## src/rtl/pipeline_hazard_ctrl_pkg.sv

```systemverilog
// Shared pipeline definitions: sequencer states, control bundle and widths
// used by the hazard controller and its testbench.
package pipeline_hazard_ctrl_pkg;

  localparam logic [3:0] REG_ZERO    = 4'h0;
  localparam int         STALL_CNT_W = 16;

  typedef enum logic [1:0] {
    ST_RUN      = 2'd0,
    ST_MEM_WAIT = 2'd1,
    ST_HALTED   = 2'd2,
    ST_ERROR    = 2'd3
  } state_t;

  // Field order fixes the packed bit layout, MSB first.
  typedef struct packed {
    logic pc_stall;
    logic ifid_stall;
    logic idex_stall;
    logic exmem_stall;
    logic idex_bubble;
    logic memwb_bubble;
    logic ifid_flush;
    logic mem_req;
    logic halted;
    logic mem_err;
  } ctrl_t;

endpackage

```

## src/rtl/pipeline_hazard_ctrl_if.sv

```systemverilog
// Pipeline-side view of the hazard controller: hazard inputs from the
// stage registers and the stall/flush/status outputs back to them.
interface pipeline_hazard_ctrl_if;
  import pipeline_hazard_ctrl_pkg::*;

  logic                   idex_memread;
  logic [3:0]             idex_dstReg;
  logic [3:0]             ifid_srcReg1;
  logic [3:0]             ifid_srcReg2;
  logic                   ifid_use_src2;
  logic                   exmem_memaccess;
  logic                   mem_ready;
  logic                   branch_taken;
  logic                   wb_halt;
  logic                   pc_stall;
  logic                   ifid_stall;
  logic                   idex_stall;
  logic                   exmem_stall;
  logic                   idex_bubble;
  logic                   memwb_bubble;
  logic                   ifid_flush;
  logic                   mem_req;
  logic                   halted;
  logic                   mem_err;
  logic [STALL_CNT_W-1:0] stall_cnt;

  modport master (
    output idex_memread, idex_dstReg, ifid_srcReg1, ifid_srcReg2, ifid_use_src2,
           exmem_memaccess, mem_ready, branch_taken, wb_halt,
    input  pc_stall, ifid_stall, idex_stall, exmem_stall, idex_bubble,
           memwb_bubble, ifid_flush, mem_req, halted, mem_err, stall_cnt
  );

  modport slave (
    input  idex_memread, idex_dstReg, ifid_srcReg1, ifid_srcReg2, ifid_use_src2,
           exmem_memaccess, mem_ready, branch_taken, wb_halt,
    output pc_stall, ifid_stall, idex_stall, exmem_stall, idex_bubble,
           memwb_bubble, ifid_flush, mem_req, halted, mem_err, stall_cnt
  );

endinterface

```

## src/rtl/pipeline_hazard_ctrl_hazard_detect.sv

```systemverilog
// Combinational load-use comparator: a load in ID/EX whose destination is
// read by the instruction in IF/ID. R0 is hard-wired zero and never conflicts.
module hazard_detect
  import pipeline_hazard_ctrl_pkg::*;
(
  input  logic       idex_memread,
  input  logic [3:0] idex_dst_reg,
  input  logic [3:0] ifid_src_reg1,
  input  logic [3:0] ifid_src_reg2,
  input  logic       ifid_use_src2,
  output logic       load_use
);

  assign load_use = idex_memread && (idex_dst_reg != REG_ZERO) &&
                    ((idex_dst_reg == ifid_src_reg1) ||
                     (ifid_use_src2 && (idex_dst_reg == ifid_src_reg2)));

endmodule

```

## src/rtl/pipeline_hazard_ctrl.sv

```systemverilog
// Stall/flush sequencer for the five-stage pipeline: memory-wait FSM with
// watchdog, load-use bubbles, branch flushes, halt and a stall-cycle counter.
module pipeline_hazard_ctrl
  import pipeline_hazard_ctrl_pkg::*;
#(
  parameter int unsigned MEM_TIMEOUT = 64
) (
  input  logic                 clk,
  input  logic                 rst,
  pipeline_hazard_ctrl_if.slave bus
);

  localparam int unsigned WD_W = $clog2(MEM_TIMEOUT);
  localparam logic [WD_W-1:0] WD_LAST = WD_W'(MEM_TIMEOUT - 1);

  state_t                 state, state_nxt;
  logic [WD_W-1:0]        wd;
  logic [STALL_CNT_W-1:0] stall_cnt_q;
  logic                   load_use;
  logic                   mem_stall;
  ctrl_t                  ctrl;

  hazard_detect u_hazard_detect (
    .idex_memread  (bus.idex_memread),
    .idex_dst_reg  (bus.idex_dstReg),
    .ifid_src_reg1 (bus.ifid_srcReg1),
    .ifid_src_reg2 (bus.ifid_srcReg2),
    .ifid_use_src2 (bus.ifid_use_src2),
    .load_use      (load_use)
  );

  assign mem_stall = bus.exmem_memaccess && !bus.mem_ready;

  always_ff @(posedge clk or posedge rst) begin
    // NOTE: non-blocking assignments so every register samples pre-edge values.
    if (rst) begin
      state       <= ST_RUN;
      wd          <= '0;
      stall_cnt_q <= '0;
    end else begin
      state <= state_nxt;
      if (state != ST_MEM_WAIT)
        wd <= '0;
      else
        wd <= wd + 1'b1;
      if (ctrl.pc_stall && (state != ST_HALTED) && (stall_cnt_q != '1))
        stall_cnt_q <= stall_cnt_q + 1'b1;
    end
  end

  always_comb begin
    state_nxt = state;
    case (state)
      ST_RUN: begin
        if (mem_stall)        state_nxt = ST_MEM_WAIT;
        else if (bus.wb_halt) state_nxt = ST_HALTED;
      end
      ST_MEM_WAIT: begin
        if (bus.mem_ready)     state_nxt = ST_RUN;
        else if (wd == WD_LAST) state_nxt = ST_ERROR;
      end
      default: state_nxt = state;
    endcase
  end

  // Outputs are forced low while reset is held so the pipeline sees no
  // request or stall even though its own inputs may still be active.
  always_comb begin
    // NOTE: default every field first so no path infers a latch.
    ctrl = '0;
    if (!rst) begin
      case (state)
        ST_RUN: begin
          ctrl.mem_req = bus.exmem_memaccess;
          if (mem_stall) begin
            ctrl.pc_stall     = 1'b1;
            ctrl.ifid_stall   = 1'b1;
            ctrl.idex_stall   = 1'b1;
            ctrl.exmem_stall  = 1'b1;
            ctrl.memwb_bubble = 1'b1;
          end else if (load_use) begin
            ctrl.pc_stall    = 1'b1;
            ctrl.ifid_stall  = 1'b1;
            ctrl.idex_bubble = 1'b1;
          end else if (bus.branch_taken) begin
            ctrl.ifid_flush = 1'b1;
          end
        end
        ST_MEM_WAIT: begin
          ctrl.mem_req = 1'b1;
          if (!bus.mem_ready) begin
            ctrl.pc_stall     = 1'b1;
            ctrl.ifid_stall   = 1'b1;
            ctrl.idex_stall   = 1'b1;
            ctrl.exmem_stall  = 1'b1;
            ctrl.memwb_bubble = 1'b1;
          end
        end
        ST_HALTED: begin
          ctrl.halted     = 1'b1;
          ctrl.pc_stall   = 1'b1;
          ctrl.ifid_stall = 1'b1;
        end
        default: begin
          ctrl.mem_err     = 1'b1;
          ctrl.pc_stall    = 1'b1;
          ctrl.ifid_stall  = 1'b1;
          ctrl.idex_stall  = 1'b1;
          ctrl.exmem_stall = 1'b1;
        end
      endcase
    end
  end

  assign bus.pc_stall     = ctrl.pc_stall;
  assign bus.ifid_stall   = ctrl.ifid_stall;
  assign bus.idex_stall   = ctrl.idex_stall;
  assign bus.exmem_stall  = ctrl.exmem_stall;
  assign bus.idex_bubble  = ctrl.idex_bubble;
  assign bus.memwb_bubble = ctrl.memwb_bubble;
  assign bus.ifid_flush   = ctrl.ifid_flush;
  assign bus.mem_req      = ctrl.mem_req;
  assign bus.halted       = ctrl.halted;
  assign bus.mem_err      = ctrl.mem_err;
  assign bus.stall_cnt    = stall_cnt_q;

endmodule

```

## src/flat_wrapper.sv

```systemverilog
// flat-port wrapper written by rule: the top's interface ports become plain ports
module pipeline_hazard_ctrl_flat import pipeline_hazard_ctrl_pkg::*;
#(
  parameter int unsigned MEM_TIMEOUT = 64
)
  (clk, rst, bus_idex_memread, bus_idex_dstReg, bus_ifid_srcReg1, bus_ifid_srcReg2, bus_ifid_use_src2, bus_exmem_memaccess, bus_mem_ready, bus_branch_taken, bus_wb_halt, bus_pc_stall, bus_ifid_stall, bus_idex_stall, bus_exmem_stall, bus_idex_bubble, bus_memwb_bubble, bus_ifid_flush, bus_mem_req, bus_halted, bus_mem_err, bus_stall_cnt);
  pipeline_hazard_ctrl_if bus_i ();
  input  logic clk;
  input  logic rst;
  input wire logic [$bits(bus_i.idex_memread)-1:0] bus_idex_memread;
  input wire logic [$bits(bus_i.idex_dstReg)-1:0] bus_idex_dstReg;
  input wire logic [$bits(bus_i.ifid_srcReg1)-1:0] bus_ifid_srcReg1;
  input wire logic [$bits(bus_i.ifid_srcReg2)-1:0] bus_ifid_srcReg2;
  input wire logic [$bits(bus_i.ifid_use_src2)-1:0] bus_ifid_use_src2;
  input wire logic [$bits(bus_i.exmem_memaccess)-1:0] bus_exmem_memaccess;
  input wire logic [$bits(bus_i.mem_ready)-1:0] bus_mem_ready;
  input wire logic [$bits(bus_i.branch_taken)-1:0] bus_branch_taken;
  input wire logic [$bits(bus_i.wb_halt)-1:0] bus_wb_halt;
  output wire logic [$bits(bus_i.pc_stall)-1:0] bus_pc_stall;
  output wire logic [$bits(bus_i.ifid_stall)-1:0] bus_ifid_stall;
  output wire logic [$bits(bus_i.idex_stall)-1:0] bus_idex_stall;
  output wire logic [$bits(bus_i.exmem_stall)-1:0] bus_exmem_stall;
  output wire logic [$bits(bus_i.idex_bubble)-1:0] bus_idex_bubble;
  output wire logic [$bits(bus_i.memwb_bubble)-1:0] bus_memwb_bubble;
  output wire logic [$bits(bus_i.ifid_flush)-1:0] bus_ifid_flush;
  output wire logic [$bits(bus_i.mem_req)-1:0] bus_mem_req;
  output wire logic [$bits(bus_i.halted)-1:0] bus_halted;
  output wire logic [$bits(bus_i.mem_err)-1:0] bus_mem_err;
  output wire logic [$bits(bus_i.stall_cnt)-1:0] bus_stall_cnt;
  assign bus_i.idex_memread = bus_idex_memread;
  assign bus_i.idex_dstReg = bus_idex_dstReg;
  assign bus_i.ifid_srcReg1 = bus_ifid_srcReg1;
  assign bus_i.ifid_srcReg2 = bus_ifid_srcReg2;
  assign bus_i.ifid_use_src2 = bus_ifid_use_src2;
  assign bus_i.exmem_memaccess = bus_exmem_memaccess;
  assign bus_i.mem_ready = bus_mem_ready;
  assign bus_i.branch_taken = bus_branch_taken;
  assign bus_i.wb_halt = bus_wb_halt;
  assign bus_pc_stall = bus_i.pc_stall;
  assign bus_ifid_stall = bus_i.ifid_stall;
  assign bus_idex_stall = bus_i.idex_stall;
  assign bus_exmem_stall = bus_i.exmem_stall;
  assign bus_idex_bubble = bus_i.idex_bubble;
  assign bus_memwb_bubble = bus_i.memwb_bubble;
  assign bus_ifid_flush = bus_i.ifid_flush;
  assign bus_mem_req = bus_i.mem_req;
  assign bus_halted = bus_i.halted;
  assign bus_mem_err = bus_i.mem_err;
  assign bus_stall_cnt = bus_i.stall_cnt;
  pipeline_hazard_ctrl #(.MEM_TIMEOUT(MEM_TIMEOUT)) u_core (.clk(clk), .rst(rst), .bus(bus_i));
endmodule
```

## config.mk

```make
export PLATFORM = sky130hd
export DESIGN_NAME = pipeline_hazard_ctrl_flat
export DESIGN_NICKNAME = d
export VERILOG_FILES = /design/src/rtl/pipeline_hazard_ctrl_pkg.sv /design/src/rtl/pipeline_hazard_ctrl_if.sv /design/src/rtl/pipeline_hazard_ctrl_hazard_detect.sv /design/src/rtl/pipeline_hazard_ctrl.sv /design/src/flat_wrapper.sv
export SDC_FILE = /design/constraint.sdc
export NUM_CORES = 1
export LEC_CHECK = 0
export ABC_AREA = 0
export BUFFER_PORTS_ARGS = -buffer_cell sky130_fd_sc_hd__buf_2
export CAP_MARGIN = 40
export CORE_UTILIZATION = 44
export CTS_CLUSTER_DIAMETER = 100
export CTS_CLUSTER_SIZE = 20
export DETAILED_ROUTE_END_ITERATION = 8
export GPL_ROUTABILITY_DRIVEN = 0
export GPL_TIMING_DRIVEN = 0
export PLACE_DENSITY_LB_ADDON = 0.15
export SETUP_SLACK_MARGIN = 0.1
export SLEW_MARGIN = 20
export SYNTH_ARGS = -nofsm -noshare
export SYNTH_HDL_FRONTEND = slang
export SYNTH_SLANG_ARGS = --single-unit
```

## constraint.sdc

```tcl
create_clock -name clk -period 1.9 [get_ports clk]
set_input_delay 0.19 -clock clk [delete_from_list [all_inputs] [get_ports clk]]
set_output_delay 0.19 -clock clk [all_outputs]
set_load 0.01 [all_outputs]
```

==> results.txt <==
Status: finished, violations left
Failing checks: design-rule violations
Hold_ws: 0.00464 ns
Critical Path AT: 2.06 ns
CTS sink cnt: 24
Largest cells by area after synthesis: dfrtp_1, xnor2_1, nand3_1
Comb pwr share: 0.393
Layout area overhead: 37.0%
Port Buffers: 45
Sw frac: 0.343
# fillers: 244
Synth top area share: 0.436
NetSw: 0.488 mW
Clock Power Share: 0.149
GR Util All Layers: 0.211
Largest net degree at the start of global routing: 14
CP Cell Sequence: buf_4 -> nor2_2 -> a31oi_4 -> or2_4 -> or4_4 -> xnor2_2
CP Max Fanout: 3
CTS tree: yes
Worst R2R Path Depth: 6
Layout Skew: 0.00636 ns
Worst Hold Class: input port to async pin
IO Pins: 46
Skew-Pair Late Insertion Delay: 0.30 ns
Cell-internal power: 0.934 mW
Worst flop-to-flop path startpoint: u_core.state[1]
# setup viols final: 0
Antenna violations before repair: 0
Inserted Diodes: 0
Seq/Total Area, Yosys: 0.436
DP HPWL: 2270 µm
Root Driver: clkbuf_4
FP Rows: 19
CTS clk-pin slew, worst paths: 0.12 ns
Vias in the first global route: 1225
Tightest Pin Transition: 0.628 ns
Drt first pass iters: 6
Gr ovfl total: 0
Fmax: 0.537 GHz
Iteration-0 DRC Markers: 89
Final net count: 233
Final worst-path setup slack: 0.0378 ns
Fin crit share: 0.980
Slew Limit Fails: 0
RSZ-0062 raised after global routing: true
Post-synthesis cell area: 1380 µm²
Maximum root-to-sink buffer count: 2
Starting Density: 0.483
Setup WS pre-CTS: -0.394 ns
Max cap viols: 0
Register area: 602 µm²
Syn nets: 168
Critical path's slowest cell: or4_4
H-Tree Level Count: 1
Yosys reg bits: 24
Slowest Stage Delay on Critical Path: 0.49 ns
VDD IR max: 0.476 mV
Library cells used by synthesis: 35
Buf+Inv Stages, Crit Path: 1
PwrDens: 754 nW/µm²
Vias/cell: 5.67
ANT nets after route: 0
Crit Path Category: flip-flop to flip-flop
Share of cells above drive strength 1: 0.426
Cts bufs inserted: 3
First-pass GRT wire length: 5550 µm
Delay-heaviest family, CP: simple AND/OR/NAND/NOR gates
Finished Cell Area: 1890 µm²
Placeable Area: 2850 µm²
CP startpoint kind: flip-flop
Minimum clock period: 1.86 ns
Synth area leader: dfrtp_1
Average size of a mapped cell: 9.44 µm²
Final Hold Fails: 0
Die W: 58.0 µm
DRC viols: 7
Reg-to-reg setup timing slack: 0.04 ns
WP data required: 2.10 ns
Die H: 58.0 µm
P_leak: 0.924 nW
Die area: 3360 µm²
Yosys warns: 0
Synthesized instance count: 146
RR Endpoint: u_core.bus.stall_cnt[9]
Placed Instance Area: 1650 µm²
Detailed-route wire length per cell: 14.2 µm
Sequential Power Share: 0.458
Overall power: 1.42 mW
Max-Slew Margin vs Limit: 0.579
Capturing element type of the critical path: flip-flop
Via count: 1361
Final core area utilization: 0.661
Routed WL: 3420 µm
Multi-input gate area: 830 µm²
==> cells in the mapped netlist <==
| library cell | n |
|---|---|
| dfrtp_1 | 24 |
| xnor2_1 | 17 |
| nor2_1 | 13 |
| nand2_1 | 12 |
| nand3_1 | 11 |
| nand4_1 | 7 |
| nor3_1 | 7 |
| and3_1 | 5 |
| inv_1 | 5 |
| xor2_1 | 5 |
| a21oi_1 | 4 |
| a31oi_1 | 4 |
| nor4_1 | 3 |
| and4_1 | 2 |
| buf_4 | 2 |
| ha_1 | 2 |
| mux2_2 | 2 |
| nand2b_1 | 2 |
| o21ai_0 | 2 |
| or3_1 | 2 |
| a41oi_1 | 1 |
| and2_1 | 1 |
| and3_2 | 1 |
| buf_2 | 1 |
| clkbuf_1 | 1 |
| nor2b_1 | 1 |
| o211a_1 | 1 |
| o211ai_1 | 1 |
| o21a_1 | 1 |
| o21bai_1 | 1 |
| o221ai_1 | 1 |
| o41a_2 | 1 |
| or2_4 | 1 |
| or4_4 | 1 |
| xnor2_2 | 1 |
==> worst max path at each step <==
stage,startpoint,to,slack [ns],cells past startpoint
floorplan,u_core.state[1],u_core.bus.stall_cnt[9],-0.02,7
global placement,rst,u_core.bus.stall_cnt[6],-0.36,9
detailed placement,rst,u_core.bus.stall_cnt[6],-0.39,9
CTS,u_core.bus.stall_cnt[0],u_core.bus.stall_cnt[1],0.02,6
global route,u_core.state[1],u_core.bus.stall_cnt[9],-0.05,7
finish,u_core.state[1],u_core.bus.stall_cnt[9],0.04,6
==> sequential cells by signal, summed over array words and instances (netlist names) <==
name and flops:
u_core.bus.stall_cnt 16, u_core.state 2, u_core.wd 6
==> power groups by stage <==
stage / Sequential [mW] / Combinational (mW) / Clock [mW]
6_report: 0.652 / 0.559 / 0.211
5_1_grt: 0.664 / 0.615 / 0.236
4_1_cts: 0.639 / 0.415 / 0.221
3_5_place_dp: 0.647 / 0.394 / 0
3_3_place_gp: 0.645 / 0.388 / 0
2_1_floorplan: 0.653 / 0.238 / 0
==> final cells by class <==
cell class / instances / area share
plain buffers: 4 / 0.0179
multi-input cells: 113 / 0.440
inverters: 5 / 0.0133
flip-flops and latches: 24 / 0.319
clock buffers: 3 / 0.0119
repair buffers: 59 / 0.175
well taps: 31 / 0.0206
repair inverters: 1 / 0.00265
==> layer usage <==
| metal | routed length, µm | track usage | vias to the layer above |
|---|---|---|---|
| met1 | 1530 | 0.292 | 662 |
| li1 | - | - | 647 |
| met4 | 27 | 0.0510 | 0 |
| met2 | 1620 | 0.356 | 48 |
| met5 | 0 | 0 | - |
| met3 | 239 | 0.0223 | 4 |
==> layout by cell type (no fill, tap or decap), drive strengths merged, types with 3 or more instances in the layout <==
master,instances
and3,6
nor4,3
a21oi,4
xnor2,18
nand4,7
nor3,7
buf,62
nor2,13
nand2,12
nand3,11
clkbuf,3
xor2,5
dfrtp,24
inv,4
a31oi,4
==> stage by stage <==
stage / instances / TNS (ns)
floorplan: 146 / -0.0209
global placement: 222 / -3.27
detailed placement: 222 / -3.95
CTS: 233 / 0
global route: 240 / -0.0686
finish: 240 / 0
==> repair_timing <==
action                                  4_1_cts  5_1_grt
hold buffers                                  1        0
setup buffers                                 6        6
endpoints found under the setup margin       14       18
pin swaps                                     5        5
gates resized for setup                       6       21
hold endpoints to repair                     11        0
cloned                                        1        1
==> kinds of logic (layout without fill, tap and decap cells) <==
family | count (synthesis) | in the layout | synth area share
AND/OR/NAND/NOR | 69 | 69 | 0.262
flip-flops | 24 | 24 | 0.436
XOR/XNOR | 23 | 23 | 0.152
AO/OA/AOI/OAI | 17 | 17 | 0.0854
buffers and inverters | 9 | 72 | 0.0309
adder cells (fa/ha/maj) | 2 | 2 | 0.0182
multiplexers | 2 | 2 | 0.0163
Note: power is estimated with default switching activity, not from simulation.
